**src/rtl/ahb2apb_pkg.sv**
```systemverilog
// Shared types and encodings for the AHB-Lite to multi-slave APB bridge.
package ahb2apb_pkg;

    // Bridge FSM states
    typedef enum logic [2:0] {
        ST_IDLE   = 3'd0,
        ST_WWAIT  = 3'd1,
        ST_SETUP  = 3'd2,
        ST_ACCESS = 3'd3,
        ST_ERR1   = 3'd4,
        ST_ERR2   = 3'd5
    } state_t;

    // AHB transfer types
    localparam logic [1:0] HTRANS_IDLE   = 2'b00;
    localparam logic [1:0] HTRANS_BUSY   = 2'b01;
    localparam logic [1:0] HTRANS_NONSEQ = 2'b10;
    localparam logic [1:0] HTRANS_SEQ    = 2'b11;

    // AHB response codes
    localparam logic HRESP_OKAY  = 1'b0;
    localparam logic HRESP_ERROR = 1'b1;

    // Width of the slave-index field; a single slave still needs one bit
    function automatic int slv_width(input int nslv);
        return (nslv > 1) ? $clog2(nslv) : 1;
    endfunction

endpackage

```
**src/rtl/apb_slave_mux.sv**
```systemverilog
// Combinational APB slave decode: one-hot select plus return-path mux.
module apb_slave_mux
    import ahb2apb_pkg::*;
#(
    parameter int DW   = 32,
    parameter int NSLV = 4,
    parameter int SW   = slv_width(NSLV)
) (
    input  logic [SW-1:0]      idx,
    input  logic [NSLV*DW-1:0] prdata,
    input  logic [NSLV-1:0]    pready,
    input  logic [NSLV-1:0]    pslverr,
    output logic [NSLV-1:0]    psel_mask,
    output logic [DW-1:0]      sel_prdata,
    output logic               sel_pready,
    output logic               sel_pslverr,
    output logic               decode_err
);

    // Indices past the populated slaves select nothing
    assign decode_err = (32'(idx) >= 32'(NSLV));

    genvar gi;
    generate
        for (gi = 0; gi < NSLV; gi++) begin : g_sel
            assign psel_mask[gi] = (32'(idx) == 32'(gi));
        end
    endgenerate

    // AND-OR return mux driven by the one-hot mask, so a bad index reads as zero
    always_comb begin
        sel_prdata  = '0;
        sel_pready  = 1'b0;
        sel_pslverr = 1'b0;
        for (int i = 0; i < NSLV; i++) begin
            if (psel_mask[i]) begin
                sel_prdata  = sel_prdata | prdata[i*DW +: DW];
                sel_pready  = sel_pready | pready[i];
                sel_pslverr = sel_pslverr | pslverr[i];
            end
        end
    end

endmodule

```
**src/rtl/ahb2apb_mslave.sv**
```systemverilog
// AHB-Lite to APB bridge serving NSLV peripherals decoded from HADDR.
module ahb2apb_mslave
    import ahb2apb_pkg::*;
#(
    parameter int AW      = 32,
    parameter int DW      = 32,
    parameter int NSLV    = 4,
    parameter int SLV_LSB = 12,
    parameter int TIMEOUT = 0
) (
    input  logic               HCLK,
    input  logic               HRESET,
    input  logic               HSELAPB,
    input  logic [AW-1:0]      HADDR,
    input  logic               HWRITE,
    input  logic [1:0]         HTRANS,
    input  logic [DW-1:0]      HWDATA,
    output logic [DW-1:0]      HRDATA,
    output logic               HREADY,
    output logic               HRESP,
    input  logic [NSLV*DW-1:0] PRDATA,
    input  logic [NSLV-1:0]    PREADY,
    input  logic [NSLV-1:0]    PSLVERR,
    output logic [NSLV-1:0]    PSEL,
    output logic               PENABLE,
    output logic [AW-1:0]      PADDR,
    output logic               PWRITE,
    output logic [DW-1:0]      PWDATA
);

    localparam int SW = slv_width(NSLV);
    localparam int TW = (TIMEOUT > 0) ? $clog2(TIMEOUT + 1) : 1;

    state_t          state_reg;
    state_t          accept_state;
    logic [AW-1:0]   paddr_reg;
    logic            pwrite_reg;
    logic [DW-1:0]   pwdata_reg;
    logic [SW-1:0]   idx_reg;
    logic [TW-1:0]   tcnt_reg;

    logic [NSLV-1:0] psel_mask;
    logic [DW-1:0]   sel_prdata;
    logic            sel_pready;
    logic            sel_pslverr;
    logic            decode_err;

    logic            hready_int;
    logic            active_xfer;
    logic            accept;
    logic            addr_miss;
    logic            timeout_hit;

    apb_slave_mux #(
        .DW   (DW),
        .NSLV (NSLV),
        .SW   (SW)
    ) u_mux (
        .idx         (idx_reg),
        .prdata      (PRDATA),
        .pready      (PREADY),
        .pslverr     (PSLVERR),
        .psel_mask   (psel_mask),
        .sel_prdata  (sel_prdata),
        .sel_pready  (sel_pready),
        .sel_pslverr (sel_pslverr),
        .decode_err  (decode_err)
    );

    // The whole upper address field is checked, so aliases above the populated slaves miss
    assign addr_miss   = (HADDR >> SLV_LSB) >= AW'(NSLV);
    assign active_xfer = (HTRANS == HTRANS_NONSEQ) || (HTRANS == HTRANS_SEQ);
    assign accept      = HSELAPB & active_xfer & hready_int;
    assign timeout_hit = (TIMEOUT > 0) && !sel_pready
                         && ((32'(tcnt_reg) + 32'd1) == 32'(TIMEOUT));

    // Ready: free in IDLE/ERR2, follows the selected slave in ACCESS, stalled otherwise
    always_comb begin
        hready_int = 1'b0;
        case (state_reg)
            ST_IDLE, ST_ERR2: hready_int = 1'b1;
            ST_ACCESS:        hready_int = sel_pready & ~sel_pslverr;
            default:          hready_int = 1'b0;
        endcase
    end

    // Where a freshly accepted transfer goes: misses skip APB entirely
    always_comb begin
        if (addr_miss)
            accept_state = ST_ERR1;
        else if (HWRITE)
            accept_state = ST_WWAIT;
        else
            accept_state = ST_SETUP;
    end

    // FSM, APB address/data registers and ACCESS timeout counter
    always_ff @(posedge HCLK) begin
        if (HRESET) begin
            state_reg  <= ST_IDLE;
            paddr_reg  <= '0;
            pwrite_reg <= 1'b0;
            pwdata_reg <= '0;
            idx_reg    <= '0;
            tcnt_reg   <= '0;
        end else begin
            if (accept) begin
                paddr_reg  <= HADDR;
                pwrite_reg <= HWRITE;
                idx_reg    <= HADDR[SLV_LSB +: SW];
            end
            case (state_reg)
                ST_IDLE, ST_ERR2: begin
                    state_reg <= accept ? accept_state : ST_IDLE;
                end
                ST_WWAIT: begin
                    // HWDATA is only valid in the AHB data phase, one cycle after accept
                    pwdata_reg <= HWDATA;
                    state_reg  <= ST_SETUP;
                end
                ST_SETUP: begin
                    tcnt_reg  <= '0;
                    state_reg <= decode_err ? ST_ERR1 : ST_ACCESS;
                end
                ST_ACCESS: begin
                    if (sel_pready) begin
                        if (sel_pslverr)
                            state_reg <= ST_ERR1;
                        else
                            state_reg <= accept ? accept_state : ST_IDLE;
                    end else begin
                        tcnt_reg <= tcnt_reg + 1'b1;
                        if (timeout_hit)
                            state_reg <= ST_ERR1;
                    end
                end
                ST_ERR1: begin
                    state_reg <= ST_ERR2;
                end
                default: begin
                    state_reg <= ST_IDLE;
                end
            endcase
        end
    end

    assign HREADY  = hready_int;
    assign HRESP   = ((state_reg == ST_ERR1) || (state_reg == ST_ERR2)) ? HRESP_ERROR : HRESP_OKAY;
    assign HRDATA  = (state_reg == ST_ACCESS) ? sel_prdata : '0;
    assign PSEL    = ((state_reg == ST_SETUP) || (state_reg == ST_ACCESS)) ? psel_mask : '0;
    assign PENABLE = (state_reg == ST_ACCESS);
    assign PADDR   = paddr_reg;
    assign PWRITE  = pwrite_reg;
    assign PWDATA  = pwdata_reg;

endmodule

```
**config.mk**
```make
export PLATFORM = sky130hd
export DESIGN_NAME = ahb2apb_mslave
export DESIGN_NICKNAME = d
export VERILOG_FILES = /design/src/rtl/ahb2apb_pkg.sv /design/src/rtl/apb_slave_mux.sv /design/src/rtl/ahb2apb_mslave.sv
export SDC_FILE = /design/constraint.sdc
export NUM_CORES = 1
export LEC_CHECK = 0
export ABC_CLOCK_PERIOD_IN_PS = 2000
export CORE_MARGIN = 3
export CORE_UTILIZATION = 29
export DETAILED_ROUTE_END_ITERATION = 10
export PLACE_DENSITY_LB_ADDON = 0.05
export SETUP_SLACK_MARGIN = 0.3
export SLEW_MARGIN = 20
export SYNTH_ARGS = -nofsm -noshare
export SYNTH_HDL_FRONTEND = slang
export SYNTH_HIERARCHICAL = 1
export SYNTH_SLANG_ARGS = --single-unit
```
**constraint.sdc**
```tcl
create_clock -name HCLK -period 2 [get_ports HCLK]
set_clock_uncertainty 0.1 [all_clocks]
set_input_delay 0.2 -clock HCLK [delete_from_list [all_inputs] [get_ports HCLK]]
set_output_delay 0.2 -clock HCLK [all_outputs]
set_load 0.05 [all_outputs]
```
==> metrics.md, run 1 <==
| Metric | Value |
|---|---|
| Synth-to-Final Area Change | 117% |
| Worst path bufs/invs | 2 |
| CP required | 1.70 ns |
| Mapped Area | 0.00397 mm2 |
| Crit end category | output port |
| Number of I/O pins | 310 |
| Post-synth EDFFs | 0 |
| Initial antenna violation count | 4 |
| Cell Chain, Critical Path | mux4_2 > nand4b_1 > o211ai_2 > buf_6 > buf_12 |
| Footprint of the multi-input gates | 0.00261 mm2 |
| Initial DRC Count | 153 |
| First-pass GRT wire length | 26300 um |
| Startpoint Class | register |
| Hold slack final | 0.101 ns |
| CTS HTree Levels | 3 |
| DIE HEIGHT | 123 um |
| Yosys reg bits | 68 |
| Sequential share of the synthesized area | 0.343 |
| Top Layer Used | met4 |
| Most common cell in the synthesized netlist | dfxtp_1 |
| Crit-path slowest cell | mux4_2 |
| Clk slew on worst S/H paths | 0.05 ns |
| Vias per inst | 4.88 |
| ANT nets after route | 0 |
| Met2 routed wirelength | 9240 um |
| CTS tree | built |
| Filler cells | 1109 |
| Setup TNS | -10.38 ns |
| Syn_nets | 629 |
| Final slew viol count | 0 |
| Peak Freq | 450 MHz |
| Worst Path Arrival | 1.92 ns |
| Total iterations of the first detailed-routing run | 5 |
| WL final | 18000 um |
| Placed Area | 0.00784 mm2 |
| Type of the most critical hold path | in2reg |
| Root Buffer | clkbuf_16 |
| Die area | 0.0151 mm2 |
| Synth area leader | dfxtp_1 |
| HPWL Detailed | 13800 um |
| RSZ-0062 raised after global routing | yes |
| Syn avg cell area | 9.38 um2 |
| Worst-Margin Slew | 0.591 ns |
| Largest net degree at the start of global routing | 52 |
| Core area | 0.0133 mm2 |
| Post-DR wirelength/cell | 19.4 um |
| Overall die width | 123 um |
| Grt total ovfl | 0 |
| Final setup viols | 69 |
| Routed wire length on met3 | 1500 um |
| Max incr delay on CP | 0.53 ns |
| Final Net Count | 950 |
| Pre-CTS setup slack | -0.285 ns |
| I/O Buffers | 308 |
| Share of cells above drive strength 1 | 0.284 |
| Worst IR drop on VDD | 0.461 mV |
| Final Hold Vio Count | 0 |
| Power density over cell area | 544 mW/mm2 |
| Period utilization | 1.11 |
| Slew Limit Headroom | 0.607 |
| Yosys top cell area share | 0.343 |
| Layout Utilization | 0.647 |
| Critical path's top delay family | multiplexers |
| Total GRT Usage | 0.226 |
| Vias in the first global route | 4630 |
| Design Area, Final | 0.00860 mm2 |
| Main flop type after synthesis | dfxtp_1 |
| CTS Buf Count | 9 |
| Yosys warns | 6 |
| Synth area leaders | dfxtp_1 (34%), mux4_2 (19%), nand4b_1 (7.7%), nand2_1 (6.2%), nand2b_1 (5.2%) |
| Outcome | finished, violations left |
| DR vias | 4534 |
| WS Path Type | reg2out |
| Clock Tree Buf Depth | 2 |
| Failing checks | negative setup slack |
| Maximum fanout along the worst path | 3 |
| Initial Util | 0.299 |
| Leakage | 3.37 nW |
| # DRC | 0 |
| Final setup margin | -0.223 ns |
| Final min period | 2.22 ns |
| Met1 Wirelength | 6820 um |
| Register area | 0.00137 mm2 |
| Max Cap Violations | 0 |
| GPL Wtd Cong | 0.883 |
| Synth Instances | 423 |
| Async SR Flop Fraction | 0 |
| CTS sink cnt | 68 |
| Skew-Pair Late Insertion Delay | 0.32 ns |
| FP Rows | 42 |
| Hold-fix buffers, CTS | 0 |
| Synth unique cells | 36 |
| Most frequent cells after synthesis | dfxtp_1 (68), nand2_1 (66), nand4b_1 (35) |
==> layout by cell type (no fill, tap or decap), types with 5 or more instances in the layout <==
| cell type | instances |
|---|---|
| nand2_1 | 66 |
| and3_2 | 5 |
| and3_4 | 27 |
| nand4b_1 | 35 |
| o21ai_2 | 22 |
| buf_4 | 23 |
| clkbuf_16 | 11 |
| dfxtp_1 | 64 |
| mux4_2 | 34 |
| buf_16 | 5 |
| o21ai_1 | 11 |
| dlygate4sd2_1 | 63 |
| clkdlybuf4s50_1 | 203 |
| buf_12 | 52 |
| a21oi_1 | 33 |
| and2_4 | 5 |
| buf_6 | 8 |
| nand2b_1 | 33 |
==> repair_timing <==
item / CTS / global route
endpoints found under the hold margin: 0 / 0
gates resized for setup: 85 / 32
pin swaps: 2 / 3
gates cloned: 5 / 2
endpoints found under the setup margin: 169 / 74
setup buffers: 8 / 7
==> path summary, 6_finish.rpt <==
kind	slack [ns]	cells past startpoint	start	end
setup / recovery	-0.22	5	PADDR[12]	HREADY
hold / removal	0.10	2	HRESET	state_reg[2]
hold reg to reg	0.35	2	PWDATA[6]	PWDATA[6]
setup reg to reg	-0.19	8	PADDR[12]	PADDR[31]
==> routing by layer <==
metal | GRT usage | vias up
li1 | - | 2202
met5 | 0 | -
met4 | 0.0865 | 0
met3 | 0.0668 | 25
met1 | 0.254 | 2133
met2 | 0.403 | 174
==> layout make-up <==
cell class / count / share of cell area
flip-flops and latches: 68 / 0.160
repair buffers: 357 / 0.475
clock buffers: 10 / 0.0278
clock inverters: 6 / 0.00728
diodes: 4 / 0.00116
inverters: 1 / 0.000437
well taps: 176 / 0.0256
multi-input cells: 307 / 0.303
==> cells by family (layout without fill, tap and decap cells) <==
group	Yosys count	after routing	share of synthesized area
buf+inv	48	374	0.0681
other cells	1	5	0.000945
simple gates	196	196	0.292
compound gates	75	75	0.101
mux	35	35	0.196
flops	68	68	0.343
==> report_power, final <==
| part | total, mW | switching [mW] | leakage (nW) | internal, mW |
|---|---|---|---|---|
| combinational | 1.62 | 0.739 | 2.66 | 0.881 |
| clock | 1.58 | 0.580 | 0.153 | 0.998 |
| sequential | 1.48 | 0.0484 | 0.555 | 1.43 |
==> stage by stage <==
| step | cells | total power, mW |
|---|---|---|
| 2_1_floorplan | 423 | 2.24 |
| 3_3_place_gp | 887 | 2.97 |
| 3_5_place_dp | 887 | 2.99 |
| 4_1_cts | 916 | 4.66 |
| 5_1_grt | 929 | 4.89 |
| 6_report | 929 | 4.68 |
No activity file was read; power rests on OpenSTA's default activity.
==> run 2: changes to the inputs <==
--- a/config.mk
+++ b/config.mk
@@ -7,8 +7,9 @@
 export LEC_CHECK = 0
 export ABC_CLOCK_PERIOD_IN_PS = 2000
 export CORE_MARGIN = 3
-export CORE_UTILIZATION = 29
+export CORE_UTILIZATION = 31
 export DETAILED_ROUTE_END_ITERATION = 10
+export GPL_TIMING_DRIVEN = 1
 export PLACE_DENSITY_LB_ADDON = 0.05
 export SETUP_SLACK_MARGIN = 0.3
 export SLEW_MARGIN = 20
==> run 2 against run 1 <==
  * The flow still finishes with violations (negative setup slack)
  * Setup slack worse by 0.037 ns
  * Hold slack better by 0.071 ns
  * Via count is 3.5% higher
  * Global-route usage is 3.1 points higher
  * Clock power is 20% higher
  * Combinational power is 9.9% higher
  * Clock-buffer cell count is 1 higher
  * Critical endpoint is now PADDR[1]
==> metrics.md, run 2 (same netlist as run 1, synthesis figures left out) <==
| Metric | Value |
|---|---|
| WS Path Type | reg2reg |
| Total GRT Usage | 0.258 (+0.0314) |
| Worst Path Arrival | 2.38 ns (+0.46 ns) |
| Synth-to-Final Area Change | 123% |
| Grt total ovfl | 0 (unchanged) |
| Number of I/O pins | 310 (unchanged) |
| GPL Wtd Cong | 0.840 (-4.9%) |
| Period utilization | 1.13 (+0.0187) |
| CTS tree | built |
| DIE HEIGHT | 119 um (-3.1%) |
| Pre-CTS setup slack | -0.370 ns (-0.0844 ns) |
| Clk slew on worst S/H paths | 0.06 ns (about the same) |
| Reg2Reg Setup Slack | -0.26 ns (-0.07 ns) |
| Footprint of the multi-input gates | 0.00264 mm2 (+1.2%) |
| ANT nets after route | 0 (unchanged) |
| Fin cells | 929 (unchanged) |
| CP required | 2.12 ns (+0.42 ns) |
| Hold worst-path end | state_reg[0] |
| Setup TNS | -11.95 ns (-1.56 ns) |
| FF-to-FF Start | PADDR[12] |
| Share of cells above drive strength 1 | 0.306 (+0.0217) |
| HPWL Detailed | 14000 um (+1.2%) |
| Filler cells | 926 (-17%) |
| Clock Tree Buf Depth | 2 (unchanged) |
| Final slew viol count | 0 (unchanged) |
| Worst-Margin Slew | 0.550 ns (-0.0418 ns) |
| CTS Buf Count | 9 (unchanged) |
| I/O Buffers | 308 (unchanged) |
| Root Buffer | clkbuf_16 |
| First-pass GRT wire length | 28700 um (+9.1%) |
| DP Cell Count | 873 (-1.6%) |
| Type of the most critical hold path | in2reg |
| Min-delay src | HRESET |
| Final min period | 2.26 ns (+0.0374 ns) |
| Initial DRC Count | 261 (+71%) |
| Total iterations of the first detailed-routing run | 5 (unchanged) |
| FP Rows | 40 (-4.8%) |
| Initial antenna violation count | 3 (-1) |
| Hold path cells | 2 (unchanged) |
| FF-to-FF End | PADDR[1] |
| Overall Power | 5.15 mW (+10%) |
| # DRC | 0 (unchanged) |
| CTS sink cnt | 68 (unchanged) |
| RSZ-0062 raised after global routing | yes |
| Peak Freq | 442 MHz (-1.7%) |
| Post-DR wirelength/cell | 20.8 um (+7.2%) |
| Crit end category | register |
| Outcome | finished, violations left |
| DR vias | 4694 (+3.5%) |
| WL final | 19300 um (+7.2%) |
| Worst IR drop on VDD | 0.601 mV (+30%) |
| Final Hold Vio Count | 0 (unchanged) |
| Initial Util | 0.324 (+0.0252) |
| Final setup viols | 69 (unchanged) |
| Vias per inst | 5.05 (+3.5%) |
| Final setup margin | -0.260 ns (-0.0374 ns) |
| Power density over cell area | 582 mW/mm2 (+7.1%) |
| Commonest cells after routing, fill and taps aside | clkdlybuf4s50_1 (203), nand2_1 (66), dfxtp_1 (63), dlygate4sd2_1 (63), buf_12 (49) |
| Startpoint Class | register |
| Largest net degree at the start of global routing | 48 (-7.7%) |
| Vias in the first global route | 4759 (+2.8%) |
| Failing checks | negative setup slack |
| Max Cap Violations | 0 (unchanged) |
| CTS HTree Levels | 3 (unchanged) |
| Die area | 0.0142 mm2 (-6.1%) |
| Leakage | 3.50 nW (+3.9%) |
| Final Net Count | 959 (+0.95%) |
| Worst R2R Path Depth | 8 (unchanged) |
| Register area | 0.00138 mm2 (+0.27%) |
| Skew-Pair Late Insertion Delay | 0.32 ns (about the same) |
| Maximum fanout along the worst path | 6 (+3) |
| Overall die width | 119 um (-3.1%) |
| Core area | 0.0123 mm2 (-7.8%) |
| Most common cell after layout, fill and taps aside | clkdlybuf4s50_1 |
| Slew Limit Headroom | 0.635 (+0.0277) |
[run 2: layout make-up]
class	count	area share
Timing Repair Buffer	366	0.480
Sequential cell	68	0.156
Antenna cell	3	0.000849
Clock inverter	5	0.0122
Inverter	1	0.000424
Clock buffer	11	0.0286
Multi-Input combinational cell	307	0.299
Tap cell	168	0.0238
[run 2: routing by layer]
| layer | up-vias | global-route usage | wire [um] | part of all wire |
|---|---|---|---|---|
| met2 | 196 | 0.471 | 10300 | 0.53 |
| met4 | 0 | 0.0789 | 474 | 0.025 |
| met5 | - | 0 | 0 | 0 |
| met3 | 31 | 0.0665 | 1310 | 0.068 |
| met1 | 2253 | 0.292 | 7200 | 0.37 |
| li1 | 2214 | - | - | - |
[run 2: what timing repair did]
item | in CTS | in global routing
hold buffers | 0 | 0
endpoints found under the setup margin | 170 | 101
gates cloned | 10 | 3
pin swaps | 3 | 3
gates resized for setup | 106 | 32
endpoints found under the hold margin | 0 | 0
setup buffers | 22 | 2
[run 2: how the worst max path moves through the flow]
stage | startpoint | to | slack, ns | cells after the start
floorplan | PADDR[12] | PADDR[1] | -0.28 | 7
global placement | PSLVERR[3] | HREADY | -0.34 | 6
detailed placement | PSLVERR[3] | HREADY | -0.37 | 6
CTS | PADDR[12] | HRDATA[19] | -0.26 | 5
global route | PADDR[12] | PADDR[21] | -0.34 | 8
finish | PADDR[12] | PADDR[1] | -0.26 | 8
[run 2: where the power goes]
part / internal, mW / switching (mW)
clock: 1.29 / 0.604
sequential: 1.43 / 0.0460
combinational: 0.985 / 0.795
[run 2: worst max-delay path, cell delays in order, from the launching register on]
cell and delay [ns]:
dfxtp_4 0.36, mux4_2 0.53, nand4b_1 0.21, o211ai_2 0.25, buf_6 0.15, and2_4 0.22, buf_12 0.13, clkbuf_16 0.15
o21ai_2 0.05
[run 2: metrics by stage]
stage / hold slack (ns) / utilization / cell area [um2]
final: 0.172 / 0.721 / 8840
after global routing: 0.210 / 0.721 / 8840
after CTS: 0.141 / 0.704 / 8630
after detailed placement: 0.347 / 0.633 / 7760
after global placement: 0.342 / 0.633 / 7760
after floorplan: 0.197 / - / 4160
